$ cat config.mk
export PLATFORM = sky130hd
export DESIGN_NAME = idct_1d_seq
export DESIGN_NICKNAME = d
export VERILOG_FILES = /design/src/rtl/idct_1d_seq.sv
export SDC_FILE = /design/constraint.sdc
export NUM_CORES = 1
export LEC_CHECK = 0
export BUFFER_PORTS_ARGS = -buffer_cell sky130_fd_sc_hd__buf_2
export CELL_PAD_IN_SITES_DETAIL_PLACEMENT = 1
export CELL_PAD_IN_SITES_GLOBAL_PLACEMENT = 2
export CORE_ASPECT_RATIO = 0.8
export CORE_MARGIN = 5
export CORE_UTILIZATION = 40
export CTS_CLUSTER_DIAMETER = 40
export DETAILED_ROUTE_END_ITERATION = 10
export PLACE_DENSITY_LB_ADDON = 0.1
export SYNTH_ARGS = -nofsm -noshare
export SYNTH_HDL_FRONTEND = slang
export SYNTH_SLANG_ARGS = --single-unit
$ cat constraint.sdc
create_clock -name clk -period 15.8 [get_ports clk]
set_clock_uncertainty 0.05 [all_clocks]
set_input_delay 0.79 -clock clk [delete_from_list [all_inputs] [get_ports clk]]
set_output_delay 0.79 -clock clk [all_outputs]
set_load 0.05 [all_outputs]
$ cat src/rtl/idct_1d_seq.sv
// Inverse 8-point 1-D DCT, one output pixel per cycle.
// Eight shift-add constant multipliers and one adder tree are shared across the row.
module idct_1d_seq #(
   parameter int unsigned SHIFT = 5,
   parameter int unsigned ACC_W = 20
) (
   input  logic        clk,
   input  logic        rst,
   input  logic        in_valid,
   output logic        in_ready,
   input  logic [63:0] in_data,
   output logic        out_valid,
   input  logic        out_ready,
   output logic [63:0] out_data,
   output logic        busy
);

   typedef enum logic [1:0] {StIdle, StCompute, StOut} state_t;

   localparam logic signed [ACC_W-1:0] Half = ACC_W'(2 ** (SHIFT - 1));

   state_t                  state_q;
   logic [2:0]              cnt_q;
   logic [63:0]             coef_q;
   logic signed [ACC_W-1:0] acc;
   logic signed [ACC_W-1:0] rnd;
   logic [7:0]              pixel;

   // z times C_idx (Q7) using shifts and adds only.
   function automatic logic signed [ACC_W-1:0] cmul(input logic signed [7:0] z,
                                                    input logic [3:0] idx);
      logic signed [ACC_W-1:0] zx;
      logic signed [ACC_W-1:0] r;
      zx = ACC_W'(z);
      case (idx)
         4'd0:    r = zx <<< 7;
         4'd1:    r = (zx <<< 7) - (zx <<< 1);
         4'd2:    r = (zx <<< 7) - (zx <<< 3) - (zx <<< 1);
         4'd3:    r = (zx <<< 7) - (zx <<< 4) - (zx <<< 2) - (zx <<< 1);
         4'd4:    r = (zx <<< 6) + (zx <<< 4) + (zx <<< 3) + (zx <<< 1) + zx;
         4'd5:    r = (zx <<< 6) + (zx <<< 3) - zx;
         4'd6:    r = (zx <<< 5) + (zx <<< 4) + zx;
         4'd7:    r = (zx <<< 4) + (zx <<< 3) + zx;
         default: r = '0;
      endcase
      return r;
   endfunction

   // Z[k] * T[k][n]; the phase (2n+1)k mod 32 is built by repeated addition of 2k.
   function automatic logic signed [ACC_W-1:0] term(input logic signed [7:0] z,
                                                    input int unsigned k,
                                                    input logic [2:0] n);
      logic [4:0]              p;
      logic [3:0]              idx;
      logic                    neg;
      logic signed [ACC_W-1:0] prod;
      p = 5'(k);
      for (int i = 0; i < 7; i++) begin
         if (3'(i) < n) p = p + 5'(k << 1);
      end
      if (p > 5'd16) p = 5'd0 - p;
      neg = (p > 5'd8);
      idx = neg ? 4'(5'd16 - p) : p[3:0];
      if (k == 0) begin
         neg = 1'b0;
         idx = 4'd4;
      end
      prod = cmul(z, idx);
      return neg ? -prod : prod;
   endfunction

   always_comb begin
      acc = '0;
      for (int unsigned k = 0; k < 8; k++) begin
         acc = acc + term(coef_q[8*(7-k) +: 8], k, cnt_q);
      end
      rnd = (acc + Half) >>> SHIFT;
      if (rnd[ACC_W-1]) begin
         pixel = 8'd0;
      end else if (|rnd[ACC_W-2:8]) begin
         pixel = 8'hff;
      end else begin
         pixel = rnd[7:0];
      end
   end

   assign in_ready = (state_q == StIdle) || ((state_q == StOut) && out_ready);
   assign busy     = (state_q == StCompute);

   always_ff @(posedge clk) begin
      if (rst) begin
         state_q   <= StIdle;
         cnt_q     <= 3'd0;
         coef_q    <= '0;
         out_valid <= 1'b0;
         out_data  <= '0;
      end else begin
         case (state_q)
            StIdle: begin
               if (in_valid) begin
                  coef_q  <= in_data;
                  cnt_q   <= 3'd0;
                  state_q <= StCompute;
               end
            end
            StCompute: begin
               // pixel n lands in byte n, counted from the MSB end
               out_data[{~cnt_q, 3'b000} +: 8] <= pixel;
               cnt_q <= cnt_q + 3'd1;
               if (cnt_q == 3'd7) begin
                  state_q   <= StOut;
                  out_valid <= 1'b1;
               end
            end
            StOut: begin
               if (out_ready) begin
                  out_valid <= 1'b0;
                  if (in_valid) begin
                     coef_q  <= in_data;
                     cnt_q   <= 3'd0;
                     state_q <= StCompute;
                  end else begin
                     state_q <= StIdle;
                  end
               end
            end
            default: state_q <= StIdle;
         endcase
      end
   end

endmodule

# Yosys cells after proc, flatten, opt, wreduce, memory -nomap -nowiden
# Cells that the tools add are included.
# word_totals
ff_bits,134
inputBits,68
output_inout_bits,67
elab_cells,385
# classes
addsub,189
n_lt_le_gt_ge,21
n_eq_ne,55
shift,2
n_mux,94
bitwise_logic,1
reduce_logical,18
# ops
op,count
$pmux W20 S8,7
$mux W5,51
$add A17 B8 Y18,8
$mux W20,7
$neg A20 Y20,7
$add A16 B9 Y17,8
$add A15 B11 Y16,8
$mux W64,2
$pmux W64 S2,1
$sub A17 B9 Y18,7
$add A14 B12 Y15,8
$add A20 B20 Y20,6
$sub A16 B10 Y17,7
$sub A16 B9 Y17,7
$eq A4 B3 Y1 const B,28
$sub A15 B11 Y16,7
$sub A15 B12 Y16,7
$sub A15 B8 Y16,7
$sub A15 B9 Y16,7
$add A5 B4 Y5 const B,22
$add A14 B11 Y15,7
$add A14 B8 Y15,7
$add A13 B12 Y14,7
$add A13 B8 Y14,7
46 further kinds,140

# Longest topological paths before layout
# depth
word_depth,35
depth_mapped,47
mapped_depth_nobuf,42

# Least setup slack after synthesis
# No wires, ideal clock.
# synth_timing
path_kind,reg-to-reg
from,register cnt_q[2]
to,register out_data[56]
setup_ps,117
t_arrival_ps,10957
required_time_ps,15633
setup_slack_ps,4676
stages_incl_launch_ff,45
n_path_buf,5
period_less_slack_ps,11124
cell_sequence,dfxtp_1 inv_1 ha_1 clkbuf_1 nor2_1 xnor2_1 nor2_1 ha_1 clkbuf_1 inv_2 ha_1 xnor2_1 a31oi_1 xnor3_1 clkbuf_1 clkbuf_1 nand2_1 o21ai_0 (+9 left out) inv_1 fa_1 inv_1 ha_1 or3_1 o221ai_1 a21oi_1 or4_1 a311o_1 o2111ai_1 and2_1 xnor2_1 xnor2_1 xnor2_1 xnor3_2 xor2_4 buf_6 a32o_1
# synth_between
elab_chain_len,35
elab_cells_between_ends,233
classes_between,add/sub (72); order compare (21); eq/ne (49); shift (2); mux (80); bitwise (1); reduce/logical (8)
# synth_lines
item,line,text
"start, declared",23,logic [2:0] cnt_q;
"start signal, assigned",109,cnt_q <= cnt_q + 3'd1;
$lt A1 B3 Y1,59,if (3'(i) < n) p = p + 5'(k << 1);
$mux W2,59,
$add A2 B2 Y3,59,
$mux W5,59,
$add A5 B2 Y5,59,
$mux W5,59,
$add A5 B2 Y5,59,
$mux W5,59,
(+14 left out),-,
$add A18 B20 Y20,75,"acc = acc + term(coef_q[8*(7-k) +: 8], k, cnt_q);"
$add A20 B20 Y20 (6 in a row),75,
$add A20 B6 Y20,77,rnd = (acc + Half) >>> SHIFT;
$reduce_or A7 Y1,80,end else if (|rnd[ACC_W-2:8]) begin
$mux W8,80,
$mux W8,78,if (rnd[ACC_W-1]) begin
$shiftx A8 B8 Y64,108,"out_data[{~cnt_q, 3'b000} +: 8] <= pixel;"
$bwmux W64 (*),108,
"end signal, assigned by index",108,
"end, declared",14,"output logic [63:0] out_data,"
# Mark *: on every way between the ends. The rest lies on a longest branch, timed or not.
# A chain may end at the register's enable or synchronous reset.

# Worst setup path in the final report
# layout_timing
from,register cnt_q[2]
to,register out_data[62]
# Same word-level chain as after synthesis.

==> reports/qor.yml <==
post-route-period-util_pct: 82.35
grt_pass1_wl_um: 147300
tightest_slew_ps: 1313
gp_congestion: 0.9209
regArea_sq_um: 2683
drc: 0
syn-cell-area_sq_um: 26820
cp_slowest_cell: "dfxtp_1"
routedWlPerCell_um: 22.49
io_buffer_count: 134
final_cell_mix: "ha_1 (355), inv_1 (318), nand2_1 (302)"
initial_core_util_pct: 40.58
drv_cap: 0
fill_cells: 7883
cts_tree: "done"
clk_latency_ps: 500
min_period_ps: 13010
initialDrtViolationCount: 1280
antenna_found_initial: 0
fin_nets: 3939
cts_setup_buffers: 0
drv_slew: 0
area_growth_pct: 8.065
async_flop_share_pct: 0
setup.worst_path.end_class: "flop"
cts_hold_buf: 0
cts_root_buffer: "clkbuf_16"
cts_resized: 0
multiInputGateArea_sq_um: 22540
die_x_um: 299.5
worstSetupStartpointType: "flop"
cp_common_cell: "xnor2_1"
grt_max_degree: 68
dp_hpwl_um: 76080
synth_edf_count: 0
crit_type: "reg2reg"
grt-ovfl-total: 0
hold_depth: 1
final_layout_size_suffix_gt1_share_pct: 8.295
worstRegToRegCells: 40
hold_path_class: "reg2reg"
cts.sinks: 134
routed_wl_um: 93100
final.setup.tns_ps: 0
drt-pass1-iter-count: 5
cts.path.max_buffers: 2
yosysSeqAreaShare_pct: 10.00
vias: 23830
io_pins: 135
finalHoldViolCount: 0
relSlewSlack_pct: 11.81
cp_max_fo: 64
cts_max_level: 4
yosysWarnings: 0
cp_data_required_time_ps: 16180
grt_pass1_vias: 25450
slowest_delay_ps: 730
status: "finished, final reports clean"
final_common_cell: "ha_1"
syn_inst: 3188
cp_data_arrival_time_ps: 13390
viasPerCell: 5.758
setup_viol: 0
synth-seq-cells: 134
syn_nets: 3861
num_rows: 84
cts_buffers: 17
diodes: 0
ys.flop_type: "dfxtp_1"
die_h_um: 241.6
rsz0062_at_grt: "no"
maxClockFrequency_ghz: 0.07686
syn_area_per_cell_sq_um: 8.414
ant_nets: 0
core_sq_um: 66110
yosysUniqueCellTypes: 100
fp.dieArea_sq_um: 72370
clk_pin_slew_ps: 90
grt_use_total_pct: 25.63
[path summary, 6_finish.rpt]
path | from | end | slack, ps
setup / recovery | cnt_q[2] | out_data[62] | 2790
hold / removal | out_data[11] | out_data[11] | 410
setup reg to reg | cnt_q[2] | out_data[62] | 2790
hold reg to reg | out_data[11] | out_data[11] | 410
[flip-flops by register name, summed over array words and instances (netlist names)]
| name | count |
|---|---|
| state_q | 2 |
| out_data | 64 |
| coef_q | 64 |
| out_valid | 1 |
| cnt_q | 3 |
[stage by stage]
| stage | cell area (sq um) | utilization, % | hold slack, ps | instances | worst slack [ps] |
|---|---|---|---|---|---|
| final | 28990 | 43.85 | 411.3 | 4139 | 2789 |
| after global placement | 28380 | 42.93 | 397.2 | 4107 | 3439 |
| after detailed placement | 28380 | 42.93 | 400.0 | 4107 | 2883 |
| after CTS | 28990 | 43.85 | 415.9 | 4139 | 2802 |
| after global routing | 28990 | 43.85 | 422.9 | 4139 | 1887 |
| after floorplan | 26820 | - | 455.3 | 3188 | 4676 |
[cell families (layout without fill, tap and decap cells)]
group | Yosys count | after routing | synth area share (%)
multiplexers | 59 | 59 | 3.088
AND/OR/NAND/NOR | 855 | 855 | 14.84
AO/OA/AOI/OAI | 798 | 798 | 20.05
buffers and inverters | 423 | 514 | 6.166
XOR/XNOR | 312 | 312 | 10.59
flip-flops | 134 | 134 | 10.00
adder cells (fa/ha/maj) | 607 | 607 | 35.27
[cells in the mapped netlist, types with 8 or more instances]
| library cell | n | area share (%) |
|---|---|---|
| ha_1 | 356 | 17 |
| inv_1 | 319 | 4.5 |
| nand2_1 | 303 | 4.2 |
| a21oi_1 | 255 | 4.8 |
| fa_1 | 249 | 19 |
| nor2_1 | 228 | 3.2 |
| xnor2_1 | 208 | 6.8 |
| dfxtp_1 | 134 | 10 |
| o21ai_0 | 100 | 1.9 |
| xor2_1 | 96 | 3.1 |
| nor3_1 | 71 | 1.3 |
| a32o_1 | 65 | 2.4 |
| clkbuf_1 | 63 | 0.88 |
| o21a_1 | 49 | 1.4 |
| a21o_1 | 44 | 1.2 |
| a31oi_1 | 40 | 0.93 |
| nand3_1 | 39 | 0.73 |
| nand2b_1 | 36 | 0.84 |
| nor2b_1 | 35 | 0.82 |
| mux2i_1 | 34 | 1.3 |
| a211oi_1 | 29 | 0.81 |
| or3_1 | 25 | 0.58 |
| o21bai_1 | 22 | 0.62 |
| o31ai_1 | 22 | 0.62 |
| or2_2 | 22 | 0.51 |
| o211ai_1 | 20 | 0.56 |
| mux4_2 | 18 | 1.5 |
| and3_1 | 17 | 0.40 |
| buf_1 | 17 | 0.24 |
| and2_1 | 14 | 0.33 |
| nand4_1 | 14 | 0.33 |
| nor4_1 | 14 | 0.33 |
| buf_2 | 13 | 0.24 |
| a21boi_0 | 12 | 0.34 |
| o21ai_1 | 12 | 0.22 |
| o31a_1 | 12 | 0.39 |
| o221ai_1 | 9 | 0.29 |
| nand3b_1 | 8 | 0.22 |
| o22ai_1 | 8 | 0.19 |
| or4_1 | 8 | 0.22 |
[area by class of cell]
cell class,instances,share of cell area (%)
clock inverter,15,0.6302
tap,860,3.712
sequential,134,9.254
inverter,322,4.170
multi-input combinational,2631,77.77
clock buffer,17,1.468
timing repair buffer,160,2.996
[layer usage]
layer	up-vias	GRT usage (%)	routed length, um
li1	11290	-	-
met5	-	0	0
met3	100	5.000	4444
met4	0	6.532	2193
met1	12020	35.21	43840
met2	424	41.55	42620
[worst max-delay path: cells and delay by family (launching register included)]
family                     cells  cell delay (ps)
AOI/OAI and AO/OA              8             2470
xor gates and xnor gates       9             1740
adders and majority gates      9             4200
buffers and inverters          7             1540
DFF                            1              730
muxes                          1              550
and+or+nand+nor                6             1600
Power is left out: the tool's default activity adds up to more than one toggle a clock period on the data nets, which glitch-free logic cannot reach.
